File: src/rtl/dsp_mem_probe_unit.sv
// dsp_mem_probe_unit
// A 4 x 16 single-port memory with registered, write-first read.
// Alongside it sits an independent multiply-accumulate probe path:
//   - Three loadable probe-out registers A, B and C.
//   - A fixed-latency pipeline that computes p = A*B + C.
//   - A registered copy of p, delayed by one cycle.
// Memory contents are never cleared by reset. Every other register resets
// asynchronously to zero.
module dsp_mem_probe_unit #(
  parameter logic [15:0] MEM_INIT_0  = 16'h0000,
  parameter logic [15:0] MEM_INIT_1  = 16'h0000,
  parameter logic [15:0] MEM_INIT_2  = 16'h0000,
  parameter logic [15:0] MEM_INIT_3  = 16'h0000,
  // Pipeline depth from operand sample to p; meaningful range is 1..4.
  parameter int          DSP_LATENCY = 3
) (
  input  logic        clock_100Mhz,
  input  logic        reset,
  input  logic        ena,
  input  logic        wea,
  input  logic [1:0]  addra,
  input  logic [15:0] dina,
  output logic [15:0] douta,
  input  logic        vio_load,
  input  logic [6:0]  vio_a_in,
  input  logic [7:0]  vio_b_in,
  input  logic [6:0]  vio_c_in,
  output logic [6:0]  probe_a,
  output logic [7:0]  probe_b,
  output logic [6:0]  probe_c,
  output logic [15:0] p,
  output logic [15:0] probe_in0
);

  // ---------------------------------------------------------------------
  // Memory
  // ---------------------------------------------------------------------
  // The contents come from the power-up image and deliberately have no
  // reset. This lets a reset leave previously written data intact.
  logic [15:0] mem [4] = '{MEM_INIT_0, MEM_INIT_1, MEM_INIT_2, MEM_INIT_3};

  // Write port: store dina when the port is enabled and writing.
  always_ff @(posedge clock_100Mhz) begin
    if (ena && wea) begin
      mem[addra] <= dina;
    end
  end

  // Registered read. On a write, the new data is forwarded (write-first).
  // The value holds while the port is disabled.
  always_ff @(posedge clock_100Mhz or posedge reset) begin
    if (reset) begin
      douta <= 16'h0000;
    end else if (ena) begin
      douta <= wea ? dina : mem[addra];
    end
  end

  // ---------------------------------------------------------------------
  // Probe-out registers
  // ---------------------------------------------------------------------
  // Capture all three operands together on a load strobe; hold otherwise.
  always_ff @(posedge clock_100Mhz or posedge reset) begin
    if (reset) begin
      probe_a <= 7'd0;
      probe_b <= 8'd0;
      probe_c <= 7'd0;
    end else if (vio_load) begin
      probe_a <= vio_a_in;
      probe_b <= vio_b_in;
      probe_c <= vio_c_in;
    end
  end

  // ---------------------------------------------------------------------
  // Multiply-accumulate pipeline
  // ---------------------------------------------------------------------
  // The largest possible result is 127*255+127 = 32512, so 16 bits always
  // suffice. No truncation or saturation is needed.
  logic [15:0] mac;
  assign mac = 16'(probe_a) * 16'(probe_b) + 16'(probe_c);

  // Stage 0 samples the combinational result. Each later stage is a plain
  // delay. The last stage drives p, so operands sampled at edge k appear on
  // p after edge k+DSP_LATENCY-1.
  for (genvar gi = 0; gi < DSP_LATENCY; gi++) begin : g_stage
    logic [15:0] q;
    if (gi == 0) begin : g_first
      // First stage: register the freshly computed A*B+C.
      always_ff @(posedge clock_100Mhz or posedge reset) begin
        if (reset) begin
          q <= 16'h0000;
        end else begin
          q <= mac;
        end
      end
    end else begin : g_delay
      // Later stages: shift the result one stage further down the pipe.
      always_ff @(posedge clock_100Mhz or posedge reset) begin
        if (reset) begin
          q <= 16'h0000;
        end else begin
          q <= g_stage[gi-1].q;
        end
      end
    end
  end

  assign p = g_stage[DSP_LATENCY-1].q;

  // Capture p every cycle for the probe input.
  always_ff @(posedge clock_100Mhz or posedge reset) begin
    if (reset) begin
      probe_in0 <= 16'h0000;
    end else begin
      probe_in0 <= p;
    end
  end

endmodule

File: config.mk
export PLATFORM = sky130hd
export DESIGN_NAME = dsp_mem_probe_unit
export DESIGN_NICKNAME = d
export VERILOG_FILES = /design/src/rtl/dsp_mem_probe_unit.sv
export SDC_FILE = /design/constraint.sdc
export NUM_CORES = 1
export LEC_CHECK = 0
export CAP_MARGIN = 20
export CORE_MARGIN = 8
export CORE_UTILIZATION = 29
export CTS_BUF_LIST = sky130_fd_sc_hd__clkbuf_4
export CTS_CLUSTER_SIZE = 24
export DETAILED_ROUTE_END_ITERATION = 8
export DONT_BUFFER_PORTS = 1
export GPL_ROUTABILITY_DRIVEN = 0
export GPL_TIMING_DRIVEN = 0
export PLACE_DENSITY = 0.5
export SLEW_MARGIN = 25
export SYNTH_ARGS = -nofsm -noshare
export SYNTH_HDL_FRONTEND = slang
export SYNTH_SLANG_ARGS = --single-unit
File: constraint.sdc
create_clock -name clock_100Mhz -period 4.3 [get_ports clock_100Mhz]
set_clock_uncertainty 0.1 [all_clocks]
set_input_delay 0.86 -clock clock_100Mhz [delete_from_list [all_inputs] [get_ports clock_100Mhz]]
set_output_delay 0.86 -clock clock_100Mhz [all_outputs]
set_load 0.005 [all_outputs]
=== After elaboration in Yosys (flattened, before gate mapping) ===
Memories as Yosys holds them, arrays and structs flattened. A register that Yosys moved wholly into a read port is not among the register bits.
Index checks and enable logic that the tools add are counted.

* Memories: 1
* Output and inout bits: 70
* Register bits: 86
* Bits in writable memories: 64
* Logic and storage cells: 13

* Mux-type cells: 2
* Multiply operators: 1
* Add/sub/neg operators: 1
* Reductions and logical operators: 1

{| class="wikitable"
|+ Memories
! name !! depth !! bits a word !! rd ports !! clocked after memory_dff !! wr ports !! RTL line !! RTL
|-
| mem || 4 || 16 || 1 || 1 || 1 || 40 || <nowiki>logic [15:0] mem [4] = '{MEM_INIT_0, MEM_INIT_1, MEM_INIT_2, MEM_INIT_3};</nowiki>
|}

{| class="wikitable"
|+ Operators by type and width
! cell !! count
|-
| 15-bit by 7-bit adder with 16-bit output || 1
|-
| 7-bit by 8-bit multiplier with 15-bit output || 1
|-
| 1-bit 2-to-1 mux || 2
|-
| 1-bit logical AND || 1
|}

=== Longest topological paths before layout ===
* Word-level depth: 3
* Gate-level depth with buffers: 15

=== Least setup slack after synthesis ===
No wires, ideal clock.

* Kind: register to register
* From: register probe_a[1]
* To: register g_stage[0].q[15]
* Setup slack: 0.113 ns
* Arrival time: 4.007 ns
* Cell stages (with the launch flop): 15
* Clock period less this slack: 4.187 ns
* Data required time: 4.120 ns
* Cell sequence: dfrtp_1 nand2_1 fa_1 fa_1 inv_1 fa_1 inv_1 fa_1 inv_1 ha_1 a21o_1 a31oi_2 a21oi_2 o41ai_1 xnor2_1

* Cells in the longest elaborated chain, start to end: 2

{| class="wikitable"
|+ RTL lines
! item !! RTL line !! RTL
|-
| start: declaration || 28 || <nowiki>output logic [6:0] probe_a,</nowiki>
|-
| start signal: assignment || 69 || <nowiki>probe_a <= vio_a_in;</nowiki>
|-
| 7-bit by 8-bit multiplier with 15-bit output || 81 || <nowiki>assign mac = 16'(probe_a) * 16'(probe_b) + 16'(probe_c);</nowiki>
|-
| 15-bit by 7-bit adder with 16-bit output || 81 ||
|-
| named net mac[15] || 80 || <nowiki>logic [15:0] mac;</nowiki>
|-
| end signal: assignment || 94 || <nowiki>q <= mac;</nowiki>
|-
| end: declaration || 87 || <nowiki>logic [15:0] q;</nowiki>
|}

The timed path passes the listed nets, and every way through them passes these cells.
A chain may end at the register's enable or synchronous reset.

=== Worst setup path in the final report ===
* From: register probe_b[3]
* To: register g_stage[0].q[13]

* Cells in the longest elaborated chain, start to end: 2

{| class="wikitable"
|+ RTL lines
! item !! RTL line !! RTL
|-
| start: declaration || 29 || <nowiki>output logic [7:0] probe_b,</nowiki>
|-
| start signal: assignment || 70 || <nowiki>probe_b <= vio_b_in;</nowiki>
|-
| 7-bit by 8-bit multiplier with 15-bit output || 81 ||
|-
| 15-bit by 7-bit adder with 16-bit output || 81 ||
|-
| named net mac[13] || 80 ||
|}

The timed path passes the listed nets, and every way through them passes these cells.

==> results_dict.tcl <==
set metrics [dict create \
    die_x_um 178 \
    grt_max_degree 73 \
    first_iter_violations 138 \
    pin_count 115 \
    leakage_uw 0.00368 \
    maxCapViolCount 0 \
    cp.buffers_inverters 3 \
    cp_max_fo 7 \
    cts.clk_slew.worst_paths_ns 0.20 \
    syn-cell-area_um2 7640 \
    grt_first_pass_wirelength_mm 26.5 \
    syn_to_final_growth_pct 14.3 \
    dieArea_um2 31800 \
    drc 0 \
    fin_hold_ws_ns 0.253 \
    firstDrtPassIters 4 \
    drt_wl_total_mm 16.7 \
    r2r_slack_ns 0.02 \
    rows 59 \
    synthSimpleGateAreaFrac_pct 7.12 \
    grt_pass1_vias 4656 \
    ant_nets 0 \
    ys_seq_area_share_pct 58.5 \
    dp_slack_ns -0.321 \
    fin_crit_ns 4.28 \
    crit_path_max_incr_delay_ns 0.53 \
    clockBufferDepth 2 \
    rsz0062_at_grt "yes" \
    finalInstanceArea_um2 8730 \
    cp_top_family "adder cells" \
    tightest_slew_ns 0.590 \
    cts_root_buf "clkbuf_4" \
    clock.fmax_ghz 0.234 \
    utilization_pct 33.6 \
    vias 4237 \
    syn_inst 537 \
    antenna_found_initial 1 \
    fin_nets 694 \
    syn_nets 658 \
    syn_area_per_cell_um2 14.2 \
    cts_buffers 17 \
    min_period_over_period_pct 99.6 \
    cts_tree "built" \
    slew_headroom_pct 60.7 \
    synth_xor_area_share_pct 0.917 \
    ir_worst_vdd_mv 0.254 \
    slew_viol_final 0 \
    clk_latency_ns 0.58 \
    fill_cells 2581 \
    cellPowerDensity_nw_per_um2 598 \
    cts_sinks 166 \
    muxShareOfSynthArea_pct 9.46 \
    worstPathRequired_ns 4.69 \
    status "finished clean" \
    grt_usage_pct 10.9 \
    initial_utilization_pct 29.4 \
    placed_cell_area_um2 8170 \
    synthArstFlopShare_pct 61.4 \
    coreArea_um2 26000 \
    synth_edf_count 64 \
    grt-ovfl-total 0 \
    setup_viol 0 \
    path_cells "nand2_2 > fa_1 > fa_1 > inv_2 > fa_1 > inv_2 > fa_1 > inv_2 > ha_4 > nand2_2 > or3_4 > a21oi_4 > o41ai_4 > xnor2_1" \
    drive_gt1_share_pct 21.7 \
    ys_warn_count 0 \
    place.port_buffers 0 \
    fp.dieH_um 178 \
    synth_flop_cell "dfrtp_1" \
    synth_top_family_by_area "adder cells" \
    final_hold_viol_count 0 \
    setup_ws_ns 0.0188 \
    cp-end-kind "register" \
    cp-start-kind "register" \
    hpwl_mm 11.7 \
    synth_cell_types 44 \
    cp_common_cell "fa_1" \
    hold_class "in2reg" \
    critPathArrivalTime_ns 4.67 \
    worst-setup-path-type "reg2reg" \
    drt-wirelength-per-cell_um 18.1 \
    synthAdderAreaFrac_pct 16.0 \
    synth_compound_area_share_pct 4.27 \
    slowest_stage "fa_1" \
    via_per_inst 4.60 \
    synth_seq_cells 166 \
    cts_max_level 4 \
]
[cell usage in the layout, fill, tap and decap left out, types with 2 or more instances in the layout]
cell type,count
dfrtp_1,89
edfxtp_1,64
inv_1,55
ha_1,37
fa_1,34
nand2_1,33
and2_1,31
nor2_1,26
a21oi_1,23
mux2_2,18
clkbuf_4,17
mux4_2,16
mux2i_1,16
dfrtp_2,13
clkbuf_1,6
buf_4,6
buf_2,6
xnor2_1,6
clkinv_8,6
nand3_1,5
inv_6,5
buf_6,5
o21ai_0,4
inv_12,4
inv_2,3
nand2_2,3
nor3_1,3
nor2_2,3
nor2b_1,2
o21ai_1,2
o21bai_1,2
o41ai_4,2
nor3_2,2
buf_1,2
fa_2,2
ha_4,2
clkbuf_2,2
[worst paths after layout]
check                                   end  depth (start not counted)        startpoint
max                        g_stage[0].q[13]                         14        probe_b[3]
min                              mem[2][14]                          0          dina[14]
max reg2reg                g_stage[0].q[13]                         14        probe_b[3]
min reg2reg                g_stage[1].q[10]                          0  g_stage[0].q[10]
max in group asynchronous        probe_b[1]                          3             reset
min in group asynchronous          douta[0]                          2             reset
[layer usage]
metal	up-vias	share of wire (%)	global-route usage (%)
met5	-	0	0
li1	1920	-	-
met3	14	6.9	3.56
met2	100	50	18.3
met1	2203	42	13.2
met4	0	1.1	2.89
[cells in the mapped netlist (all sizes together), types with 5 or more instances]
cell type	instances	area (um^2)
nand2	36	135
buf	7	38.8
a21oi	24	124
mux2i	16	160
nand3	6	30.0
o21ai	6	30.0
mux2	18	203
and2	31	194
xnor2	7	61.3
inv	59	221
edfxtp	64	1920
fa	36	721
clkbuf	6	22.5
ha	40	500
nor3	5	25.0
mux4	16	360
nor2	29	109
dfrtp	102	2550
[timing repair]
action | 4_1_cts | 5_1_grt
setup endpoints to repair | 9 | 7
setup buffers | 6 | 3
pin swaps | 3 | 15
gates resized for setup | 29 | 16
hold endpoints to repair | 30 | 0
hold buffers | 1 | 0
[power by group]
part | internal [uW] | switching [uW] | leakage, uW
combinational | 903 | 1120 | 0.00174
sequential | 1980 | 200 | 0.00177
clock | 299 | 721 | 0.000173
total | 3190 | 2040 | 0.00368
[metrics by stage]
step	TNS, ns	instances	total power, uW
after global placement	-57.04	872	3910
after CTS	-0.0202	918	5200
final	0	922	5230
after floorplan	0	537	3480
after global routing	-0.579	922	5680
after detailed placement	-1.92	879	3950
[logic make-up (layout without fill, tap and decap cells)]
kind of cell	count (synthesis)	in the layout
DFF	166	166
and+or+nand+nor	115	115
adders and majority gates	76	76
buffers and inverters	72	121
AOI/OAI and AO/OA	50	50
muxes	50	50
xor gates and xnor gates	8	8
other	0	1
[sequential cells by signal (all words and copies together) (netlist names)]
signal     flops
douta         16
g_stage.q     32
mem           64
p             16
probe_a        7
probe_b        8
probe_c        7
probe_in0     16
[area by class of cell]
class / instances / area [um^2] / area share, %
sequential: 166 / 4490 / 51.4
multi-input combinational: 299 / 3040 / 34.8
tap: 335 / 419 / 4.80
inverter: 59 / 226 / 2.59
clock inverter: 15 / 209 / 2.39
timing repair buffer: 17 / 158 / 1.81
clock buffer: 17 / 128 / 1.46
buffer: 13 / 61.3 / 0.702
antenna: 1 / 2.50 / 0.0287
(Power assumes the default switching activity.)
